==> config.mk <==
export PLATFORM = sky130hd
export DESIGN_NAME = siaminer_frame_codec_flat
export DESIGN_NICKNAME = d
export VERILOG_FILES = /design/src/rtl/siaminer_frame_codec_pkg.sv /design/src/rtl/siaminer_frame_codec_if.sv /design/src/rtl/siaminer_frame_codec_frame_tx_seq.sv /design/src/rtl/siaminer_frame_codec.sv /design/src/flat_wrapper.sv
export SDC_FILE = /design/constraint.sdc
export NUM_CORES = 2
export LEC_CHECK = 0
export ABC_AREA = 1
export CORE_UTILIZATION = 40
export DETAILED_ROUTE_END_ITERATION = 12
export PLACE_DENSITY = 0.74
export SETUP_SLACK_MARGIN = 0.15
export SLEW_MARGIN = 20
export SYNTH_ARGS = -nofsm -noshare
export SYNTH_HDL_FRONTEND = slang
export SYNTH_SLANG_ARGS = --single-unit
==> constraint.sdc <==
create_clock -name clk -period 2.7 [get_ports clk]
set_input_delay 0.405 -clock clk [delete_from_list [all_inputs] [get_ports clk]]
set_output_delay 0.405 -clock clk [all_outputs]
set_load 0.1 [all_outputs]
==> src/rtl/siaminer_frame_codec_pkg.sv <==
// rtl/siaminer_frame_codec_pkg.sv - shared constants and state types for the UART frame codec
package siaminer_frame_codec_pkg;

  localparam logic [7:0] HDR_RX   = 8'hAA;
  localparam logic [7:0] HDR_TX   = 8'h55;
  localparam logic [7:0] CMD_WORK = 8'h00;
  localparam logic [7:0] CMD_LOOP = 8'h01;

  localparam int WORK_BYTES_DEF = 84;

  typedef enum logic [2:0] {R_HEAD, R_CMD, R_LEN, R_DATA, R_DROP} rx_state_e;
  typedef enum logic [2:0] {T_IDLE, T_HEAD, T_CMD, T_LEN, T_DATA} tx_state_e;

endpackage

==> src/rtl/siaminer_frame_codec_if.sv <==
// rtl/siaminer_frame_codec_if.sv - UART byte streams, work load and nonce signals of the codec
interface siaminer_frame_codec_if
  import siaminer_frame_codec_pkg::*;
#(
  parameter int WORK_BYTES = WORK_BYTES_DEF
);
  logic [7:0]              rx_data;
  logic                    new_rx_data;
  logic [7:0]              tx_data;
  logic                    new_tx_data;
  logic                    tx_busy;
  logic [8*WORK_BYTES-1:0] work_data;
  logic                    work_valid;
  logic [31:0]             nonce;
  logic                    nonce_valid;
  logic                    frame_err;

  modport master (
    output rx_data, new_rx_data, tx_busy, nonce, nonce_valid,
    input  tx_data, new_tx_data, work_data, work_valid, frame_err
  );

  modport slave (
    input  rx_data, new_rx_data, tx_busy, nonce, nonce_valid,
    output tx_data, new_tx_data, work_data, work_valid, frame_err
  );
endinterface

==> src/rtl/siaminer_frame_codec_frame_tx_seq.sv <==
// rtl/siaminer_frame_codec_frame_tx_seq.sv - response encoder: pending nonce/loop registers,
// transmit FSM and strobe pacing toward the UART transmitter.
module frame_tx_seq
  import siaminer_frame_codec_pkg::*;
(
  input  logic        clk,
  input  logic        rst,
  input  logic [31:0] nonce,
  input  logic        nonce_valid,
  input  logic        loop_set,
  input  logic [7:0]  loop_byte,
  input  logic        tx_busy,
  output logic [7:0]  tx_data,
  output logic        new_tx_data
);
  tx_state_e   state_q, state_d;
  logic        nonce_pend_q, nonce_pend_d;
  logic        loop_pend_q, loop_pend_d;
  logic [31:0] nonce_hold_q, nonce_hold_d;
  logic [7:0]  loop_hold_q, loop_hold_d;
  logic [31:0] payload_q, payload_d;
  logic [7:0]  resp_cmd_q, resp_cmd_d;
  logic [1:0]  idx_q, idx_d;
  logic        strobe_q;
  logic        can_send, start_nonce, start_loop;
  logic [1:0]  last_idx;
  logic [31:0] shifted;

  always_comb begin
    state_d     = state_q;
    payload_d   = payload_q;
    resp_cmd_d  = resp_cmd_q;
    idx_d       = idx_q;
    new_tx_data = 1'b0;
    tx_data     = 8'h00;
    start_nonce = 1'b0;
    start_loop  = 1'b0;
    // The strobe of the previous cycle blocks this one so the UART sees tx_busy rise first.
    can_send    = !tx_busy && !strobe_q;
    last_idx    = (resp_cmd_q == CMD_WORK) ? 2'd3 : 2'd0;
    shifted     = payload_q >> {idx_q, 3'b000};

    unique case (state_q)
      T_IDLE: begin
        if (nonce_pend_q) begin
          start_nonce = 1'b1;
          payload_d   = nonce_hold_q;
          resp_cmd_d  = CMD_WORK;
          state_d     = T_HEAD;
        end else if (loop_pend_q) begin
          start_loop  = 1'b1;
          payload_d   = {24'h0, loop_hold_q};
          resp_cmd_d  = CMD_LOOP;
          state_d     = T_HEAD;
        end
      end
      T_HEAD: begin
        tx_data = HDR_TX;
        if (can_send) begin
          new_tx_data = 1'b1;
          state_d     = T_CMD;
        end
      end
      T_CMD: begin
        tx_data = resp_cmd_q;
        if (can_send) begin
          new_tx_data = 1'b1;
          state_d     = T_LEN;
        end
      end
      T_LEN: begin
        tx_data = (resp_cmd_q == CMD_WORK) ? 8'd4 : 8'd1;
        if (can_send) begin
          new_tx_data = 1'b1;
          idx_d       = 2'd0;
          state_d     = T_DATA;
        end
      end
      T_DATA: begin
        tx_data = shifted[7:0];
        if (can_send) begin
          new_tx_data = 1'b1;
          idx_d       = idx_q + 2'd1;
          if (idx_q == last_idx) state_d = T_IDLE;
        end
      end
      default: state_d = T_IDLE;
    endcase

    // A new event in the start cycle must survive as a follow-up response.
    nonce_pend_d = (nonce_pend_q && !start_nonce) || nonce_valid;
    nonce_hold_d = nonce_valid ? nonce : nonce_hold_q;
    loop_pend_d  = (loop_pend_q && !start_loop) || loop_set;
    loop_hold_d  = loop_set ? loop_byte : loop_hold_q;
  end

  always_ff @(posedge clk) begin
    if (rst) begin
      state_q      <= T_IDLE;
      nonce_pend_q <= 1'b0;
      loop_pend_q  <= 1'b0;
      nonce_hold_q <= '0;
      loop_hold_q  <= '0;
      payload_q    <= '0;
      resp_cmd_q   <= '0;
      idx_q        <= '0;
      strobe_q     <= 1'b0;
    end else begin
      state_q      <= state_d;
      nonce_pend_q <= nonce_pend_d;
      loop_pend_q  <= loop_pend_d;
      nonce_hold_q <= nonce_hold_d;
      loop_hold_q  <= loop_hold_d;
      payload_q    <= payload_d;
      resp_cmd_q   <= resp_cmd_d;
      idx_q        <= idx_d;
      strobe_q     <= new_tx_data;
    end
  end
endmodule

==> src/rtl/siaminer_frame_codec.sv <==
// rtl/siaminer_frame_codec.sv - host frame decoder (work load / loop test) with the response
// encoder instantiated alongside; receive and transmit run independently.
module siaminer_frame_codec
  import siaminer_frame_codec_pkg::*;
#(
  parameter int WORK_BYTES     = WORK_BYTES_DEF,
  parameter int TIMEOUT_CYCLES = 50000
) (
  input logic                   clk,
  input logic                   rst,
  siaminer_frame_codec_if.slave bus
);
  localparam int WW = 8 * WORK_BYTES;
  localparam int TW = $clog2(TIMEOUT_CYCLES + 1);

  rx_state_e     state_q, state_d;
  logic [7:0]    cmd_q, cmd_d;
  logic [7:0]    cnt_q, cnt_d;
  logic [WW-1:0] shadow_q, shadow_d;
  logic [WW-1:0] work_q, work_d;
  logic          work_valid_q, work_valid_d;
  logic          frame_err_q, frame_err_d;
  logic [TW-1:0] to_q, to_d;
  logic          timeout_hit;
  logic          loop_set;
  logic          legal;
  logic [7:0]    tx_data;
  logic          new_tx_data;

  always_comb begin
    state_d      = state_q;
    cmd_d        = cmd_q;
    cnt_d        = cnt_q;
    shadow_d     = shadow_q;
    work_d       = work_q;
    work_valid_d = 1'b0;
    frame_err_d  = 1'b0;
    loop_set     = 1'b0;
    legal        = ((cmd_q == CMD_WORK) && (bus.rx_data == 8'(WORK_BYTES))) ||
                   ((cmd_q == CMD_LOOP) && (bus.rx_data == 8'd1));

    if (state_q == R_HEAD || bus.new_rx_data) to_d = '0;
    else if (to_q != TW'(TIMEOUT_CYCLES))     to_d = to_q + TW'(1);
    else                                      to_d = to_q;
    timeout_hit = (state_q != R_HEAD) && !bus.new_rx_data && (to_q == TW'(TIMEOUT_CYCLES - 1));

    if (timeout_hit) begin
      state_d     = R_HEAD;
      frame_err_d = 1'b1;
      to_d        = '0;
    end else if (bus.new_rx_data) begin
      unique case (state_q)
        R_HEAD: if (bus.rx_data == HDR_RX) state_d = R_CMD;
        R_CMD: begin
          cmd_d   = bus.rx_data;
          state_d = R_LEN;
        end
        R_LEN: begin
          cnt_d = bus.rx_data;
          if (legal) begin
            state_d = R_DATA;
          end else begin
            frame_err_d = 1'b1;
            state_d     = (bus.rx_data == 8'd0) ? R_HEAD : R_DROP;
          end
        end
        R_DATA: begin
          cnt_d = cnt_q - 8'd1;
          if (cmd_q == CMD_LOOP) begin
            loop_set = 1'b1;
            state_d  = R_HEAD;
          end else begin
            // Shift right so the first payload byte ends at the bottom of the word.
            shadow_d = {bus.rx_data, shadow_q[WW-1:8]};
            if (cnt_q == 8'd1) begin
              work_d       = shadow_d;
              work_valid_d = 1'b1;
              state_d      = R_HEAD;
            end
          end
        end
        R_DROP: begin
          cnt_d = cnt_q - 8'd1;
          if (cnt_q == 8'd1) state_d = R_HEAD;
        end
        default: state_d = R_HEAD;
      endcase
    end
  end

  always_ff @(posedge clk) begin
    if (rst) begin
      state_q      <= R_HEAD;
      cmd_q        <= '0;
      cnt_q        <= '0;
      shadow_q     <= '0;
      work_q       <= '0;
      work_valid_q <= 1'b0;
      frame_err_q  <= 1'b0;
      to_q         <= '0;
    end else begin
      state_q      <= state_d;
      cmd_q        <= cmd_d;
      cnt_q        <= cnt_d;
      shadow_q     <= shadow_d;
      work_q       <= work_d;
      work_valid_q <= work_valid_d;
      frame_err_q  <= frame_err_d;
      to_q         <= to_d;
    end
  end

  frame_tx_seq u_tx (
    .clk         (clk),
    .rst         (rst),
    .nonce       (bus.nonce),
    .nonce_valid (bus.nonce_valid),
    .loop_set    (loop_set),
    .loop_byte   (bus.rx_data),
    .tx_busy     (bus.tx_busy),
    .tx_data     (tx_data),
    .new_tx_data (new_tx_data)
  );

  assign bus.tx_data     = tx_data;
  assign bus.new_tx_data = new_tx_data;
  assign bus.work_data   = work_q;
  assign bus.work_valid  = work_valid_q;
  assign bus.frame_err   = frame_err_q;
endmodule

==> src/flat_wrapper.sv <==
// flat-port wrapper written by rule: the top's interface ports become plain ports
module siaminer_frame_codec_flat import siaminer_frame_codec_pkg::*;
#(
  parameter int WORK_BYTES     = WORK_BYTES_DEF,
  parameter int TIMEOUT_CYCLES = 50000
)
  (clk, rst, bus_rx_data, bus_new_rx_data, bus_tx_busy, bus_nonce, bus_nonce_valid, bus_tx_data, bus_new_tx_data, bus_work_data, bus_work_valid, bus_frame_err);
  siaminer_frame_codec_if #(.WORK_BYTES(WORK_BYTES)) bus_i ();
  input logic clk;
  input logic rst;
  input wire logic [$bits(bus_i.rx_data)-1:0] bus_rx_data;
  input wire logic [$bits(bus_i.new_rx_data)-1:0] bus_new_rx_data;
  input wire logic [$bits(bus_i.tx_busy)-1:0] bus_tx_busy;
  input wire logic [$bits(bus_i.nonce)-1:0] bus_nonce;
  input wire logic [$bits(bus_i.nonce_valid)-1:0] bus_nonce_valid;
  output wire logic [$bits(bus_i.tx_data)-1:0] bus_tx_data;
  output wire logic [$bits(bus_i.new_tx_data)-1:0] bus_new_tx_data;
  output wire logic [$bits(bus_i.work_data)-1:0] bus_work_data;
  output wire logic [$bits(bus_i.work_valid)-1:0] bus_work_valid;
  output wire logic [$bits(bus_i.frame_err)-1:0] bus_frame_err;
  assign bus_i.rx_data = bus_rx_data;
  assign bus_i.new_rx_data = bus_new_rx_data;
  assign bus_i.tx_busy = bus_tx_busy;
  assign bus_i.nonce = bus_nonce;
  assign bus_i.nonce_valid = bus_nonce_valid;
  assign bus_tx_data = bus_i.tx_data;
  assign bus_new_tx_data = bus_i.new_tx_data;
  assign bus_work_data = bus_i.work_data;
  assign bus_work_valid = bus_i.work_valid;
  assign bus_frame_err = bus_i.frame_err;
  siaminer_frame_codec #(.WORK_BYTES(WORK_BYTES), .TIMEOUT_CYCLES(TIMEOUT_CYCLES)) u_core (.clk(clk), .rst(rst), .bus(bus_i));
endmodule
---- Word level (Yosys, flattened, before mapping) ----
Cells that the tools add are included.
word-level totals
  register bits ........................... 1,469
  bits of input ports ..................... 45
  output and inout port bits .............. 683
  word-level logic and storage cells ...... 127
cells by class
  add/sub/neg operators ................... 3
  equality and inequality tests ........... 23
  shift-type cells ........................ 1
  muxes and demuxes ....................... 41
  bitwise gates (word level) .............. 4
  reductions and logical operators ........ 38
operator list
  cell                                                 number
  two-way mux 32 bit                                   2
  two-way mux 3 bit                                    13
  case mux 8 bit (4 select lines)                      1
  >> shifter 32 x 5 -> 8 bit                           1
  case mux 3 bit (5 select lines)                      2
  equality test 8 x 1 -> 1 bit, second input constant  3
  logical NOT 8 bit                                    3
  adder 16 x 1 -> 16 bit, second input constant        1
  equality test 16 bit, second input constant          1
  two-way mux 1 bit                                    16
  two-way mux 8 bit                                    2
  inequality test 16 bit, second input constant        1
  case mux 8 bit (2 select lines)                      1
  equality test 3 x 2 -> 1 bit, second input constant  4
  inequality test 2 bit, second input constant         6
  AND reduction 3 bit                                  3
  equality test 8 x 7 -> 1 bit, second input constant  1
  equality test 8 bit, second input constant           1
  subtractor 8 x 1 -> 8 bit, second input constant     1
  logical AND 1 bit                                    7
  equality test 3 x 1 -> 1 bit, second input constant  2
  equality test 3 bit, second input constant           2
  logical NOT 3 bit                                    2
  two-way mux 2 bit                                    3
  other kinds (17)                                     31

---- Depth between registers and ports, before layout ----
  depth after elaboration ................. 7
  gate-level depth with buffers ........... 12
  gate-level depth less buffers ........... 10

---- Hierarchy ----
Synthesis repeated with hierarchy kept, for this count alone.
unflattened totals
  cells, all modules ...................... 6,288
  area total of the unflattened synthesis .. 50,404.6 µm²
by module, submodules not included
  module                times used  cells each  area each (µm²)  sequential area each (µm²)
  siaminer_frame_codec  1           5,804       47,023.8         27,486.4
  frame_tx_seq          1           484         3,380.7          1,621.6

---- Least setup slack after synthesis ----
No wires, ideal clock.
  path type ............................... register to output
  from .................................... register u_core.u_tx.state_q[1]
  to ...................................... output bus_tx_data[0]
  data arrival time ....................... 3.935 ns
  data required time ...................... 2.295 ns
  slack ................................... -1.640 ns
  stages on the path, launching flop included .. 3
  buffers on the path ..................... 0
  cells stage by stage .................... dfxtp_1 inv_1 o311ai_0
on the way
  word-level cells in the longest chain between the ends .. 2
  elaborated cells between the ends (all ways) .. 5
  those cells by class .................... eq/ne (4); mux (1)
RTL lines
  item                                               RTL line                                  source
  start, declared                                    siaminer_frame_codec_frame_tx_seq.sv:16   tx_state_e state_q, state_d;
  start signal, assigned                             siaminer_frame_codec_frame_tx_seq.sv:109  state_q <= state_d;
  equality test 3 bit, or another cell as far along  siaminer_frame_codec_frame_tx_seq.sv:43   unique case (state_q)
  case mux 8 bit (4 select lines) (*)                siaminer_frame_codec_frame_tx_seq.sv:43
  end, declared                                      flat_wrapper.sv:16                        output wire logic [$bits(bus_i.tx_data)-1:0] bus_tx_data;
Every way passes the cells marked *; elsewhere a longest branch is shown, timed or not.

---- Worst setup path in the final report ----
  from .................................... register u_core.u_tx.idx_q[0]
  to ...................................... output bus_tx_data[2]
on the way
  word-level cells in the longest chain between the ends .. 2
RTL lines
  item                             RTL line                                  source
  start, declared                  siaminer_frame_codec_frame_tx_seq.sv:23   logic [1:0] idx_q, idx_d;
  start signal, assigned           siaminer_frame_codec_frame_tx_seq.sv:116  idx_q <= idx_d;
  >> shifter 32 x 5 -> 8 bit       siaminer_frame_codec_frame_tx_seq.sv:41   shifted = payload_q >> {idx_q, 3'b000};
  case mux 8 bit (4 select lines)  siaminer_frame_codec_frame_tx_seq.sv:43
Every way passes these cells.

==> key figures <==
Synthesis
  • Post-synth EDFFs: 0
  • Synth async-reset ratio: 0%
  • Post-synthesis area per instance: between 7 and 8 um^2
  • Mapped Cells: ~6500
  • Mapped Area: between 0.05 and 0.06 mm^2
  • Top-count cell post-synth: dfxtp_1
  • Multiplexer area fraction after synthesis: 0%
  • Synth top cells by count: dfxtp_1, nor2_1, o21ai_0
  • Top cells by area, synth: dfxtp_1, nor2_1, o21ai_0, nand2_1, a21oi_1
  • Register area share after synthesis: a little under three fifths
  • Synth Area in Compound Gates: between 10% and 20%
  • Fraction of the mapped netlist area in adder cells: 0.09791%
  • Top-area cell type share of the netlist area: a little under three fifths
  • Main synth FF type: dfxtp_1
  • Post-synth top area cell: dfxtp_1
  • Simple-gate share of the synthesized area: roughly 21%
  • Number of synthesized register bits: ~1500
  • Syn_nets: 6565
  • Yosys cell types: 33
  • Syn. warnings: 0
  • Synth Area in XOR/XNOR: less than 1%
  • Largest family of logic cells by synthesized area: simple AND/OR/NAND/NOR gates

Timing
  • Unrepaired setup endpoints after global routing: yes
  • Sum Neg Setup Slack: 0 ns
  • Final setup viols: 0
  • Highest clock rate: about 0.41 GHz
  • Fin crit period: between 2 and 2.5 ns
  • Endpoints failing hold: 0
  • Actual slew at the worst max-slew pin: roughly 0.65 ns
  • Slew Viols, Final: 0
  • Post-Route Skew: approximately 0.053 ns
  • Slew HR: ~57%
  • Period utilization: between 90% and 100%

Drt
  • Drt first pass iters: 8
  • Via Count: approximately 45000
  • Vias per cell: about 5.1
  • Post-DRT Antenna Nets: 0
  • Remaining DRCs: 0
  • Routed WL: between 150 and 200 mm
  • WL/cell: 17.47 um
  • Iter 0 DRT Violations: 4347

Clock network
  • Clk root buf: clkbuf_16
  • Clk pin slew, worst setup/hold paths: around 0.060 ns
  • CTS Sinks: 1454
  • Hold_buf cts: 0
  • H-tree levels: 4
  • Clock buffer depth: 3
  • Worst skew pair latency: a little over 0.8 ns
  • CTS Buf Count: roughly 150
  • CTS tree: done

Global route
  • Vias in the first global route: 41970
  • GRT busiest layer: met2
  • Met3 usage: roughly 4.8%
  • Pin count of the biggest net entering global routing: about 130
  • Gr usage total: a little under a quarter
  • First-pass GRT wire length: approximately 240 mm
  • Initial antenna violation count: 2
  • Met1 global-route usage: 29.47%
  • GR Util met2: between 30% and 40%
  • Global route total overflow: 0

Die
  • Die height: approximately 360 um
  • Die width: about 360 um
  • # rows: 130
  • Core Area: approximately 0.13 mm^2
  • I/O Pins: between 700 and 800
  • DIE AREA: between 0.1 and 0.15 mm^2
  • Initial Util: 40.50%

Critical path
  • CP Capture Type: primary output
  • CP Launch Point: u_core.u_tx.idx_q[0]$_SDFFE_PP0P_
  • Crit path buffers/inverters: 2
  • Crit path launch type: flop
  • Cell mode on critical path: buf_6
  • Slowest CP cell: dfxtp_2
  • Crit Path Category: flop to primary output
  • RR Startpoint: u_core.cmd_q[1]$_SDFFE_PP0P_
  • Critical path's top delay family: buffers and inverters
  • Worst path required time: between 2 and 2.5 ns
  • Delay of the slowest cell on the worst path: 0.37 ns
  • CP Cell Sequence: buf_6, o21ai_0, o22ai_1, nand2_1, o211ai_1, buf_6
  • Crit Path Max Fanout: 12
  • Arr. time, crit path: 2.05 ns

Power and ir drop
  • Total power: approximately 44 mW
  • Power per cell area: around 700 mW/mm^2
  • Sw frac: between 20% and 30%
  • P_leak: around 26 nW
  • Seq pwr share: between 40% and 50%
  • Int Pwr: roughly 34 mW
  • VDD IR max: approximately 0.55 mV
  • Comb pwr share: under 10%
  • Part of the power in the clock network: between 40% and 50%
  • NetSw: between 10 and 15 mW

Placement
  • DP Cell Count: approximately 8600
  • PortBufs: between 700 and 800
  • Final HPWL DP: between 100 and 150 mm
  • Post-placement cell area: about 0.058 mm^2
  • RePlAce Congestion: between 0.9 and 1

Worst hold path
  • Critical hold path startpoint: bus_nonce[9]
  • Hold Path Class: input pin to flop

Final layout
  • Fin cells: roughly 9000
  • Nets: a little over 7000
  • Fillcell total: 11690
  • Design Area, Final: ~0.064 mm^2
  • Share of layout cells above drive strength 1: ~15%
  • Area Growth Syn to Fin: 24.35%

Run status
  • Outcome: completed

Job
  • Max-cap violations: 0
[routing by layer]
metal	up-vias	wire length, um
li1	22130	-
met1	21360	65870
met2	1449	70870
met3	315	10240
met4	0	7372
met5	-	0
[state kept, by name, indices dropped and copies added (netlist names), 8 cells and up]
register,cells
u_core.bus.work_data,672
u_core.cmd_q,8
u_core.cnt_q,8
u_core.shadow_q,664
u_core.to_q,16
u_core.u_tx.loop_hold_q,8
u_core.u_tx.nonce_hold_q,32
u_core.u_tx.payload_q,32
[placed cells by master (no fill, tap or decap), types with 40 or more instances in the layout]
master,Yosys,layout
a21oi_1,406,402
nand2_1,778,777
nor2_1,1446,1444
nor3_1,40,40
nand3_1,368,367
o21ai_0,1025,1021
inv_1,376,373
o21ai_1,86,90
clkdlybuf4s50_1,0,44
clkbuf_16,0,149
buf_4,22,769
dfxtp_1,1454,1452
buf_12,0,54
[power by group through the flow]
stage	logic (mW)	registers, mW	clock network (mW)
finish	1.83	21.6	21.0
global route	2.02	21.6	22.2
CTS	1.83	21.6	21.3
detailed placement	1.77	22.1	0
global placement	1.75	22.1	0
floorplan	1.24	22.1	0
[worst min-delay path: stages]
cell and delay (ns):
clkdlybuf4s50_1 0.40, nor2_1 0.10, nor2_1 0.05
[cell type report]
class,instances,area (um^2),area share (%)
Sequential cell,1454,29110,45.80
Multi-Input combinational cell,4203,18430,28.99
Timing Repair Buffer,879,7441,11.71
Clock buffer,215,4307,6.775
Tap cell,1650,2064,3.248
Inverter,382,1480,2.329
Clock inverter,51,729.5,1.148
Antenna cell,1,2.502,0.003937
[through the flow]
stage / util (%) / setup WS, ns / hold WS, ns
floorplan: - / 0.2637 / 0.4302
global placement: 46.30 / 0.1039 / 0.4330
global route: 50.36 / 0.1118 / 0.1922
finish: 50.36 / 0.2492 / 0.2101
detailed placement: 46.30 / 0.04530 / 0.4348
CTS: 50.33 / 0.1246 / 0.1414
[repair_timing]
item | 4_1_cts | 5_1_grt
buffers inserted | 1 | 0
gates resized for setup | 15 | 15
pin swaps | 1 | 2
gates cloned | 0 | 0
setup endpoints to repair | 9 | 69
[logic make-up (layout without fill, tap and decap cells)]
| logic type | Yosys count | in the layout |
|---|---|---|
| compound gates | 1536 | 1536 |
| fa+ha+maj | 4 | 4 |
| buf+inv | 859 | 1527 |
| simple gates | 2660 | 2660 |
| other cells | 0 | 1 |
| flops | 1454 | 1454 |
| xor+xnor | 3 | 3 |
[final timing paths]
path	slack, ns	endpoint	cells after the start
max	0.25	bus_tx_data[2]	6
min	0.21	u_core.u_tx.nonce_hold_q[9]$_SDFFE_PP0P_	3
max reg2reg	0.26	u_core.shadow_q[149]$_SDFFE_PP0P_	10
min reg2reg	0.44	u_core.bus.work_data[87]$_SDFFE_PP0P_	2
No activity file was read; power rests on OpenSTA's default activity.
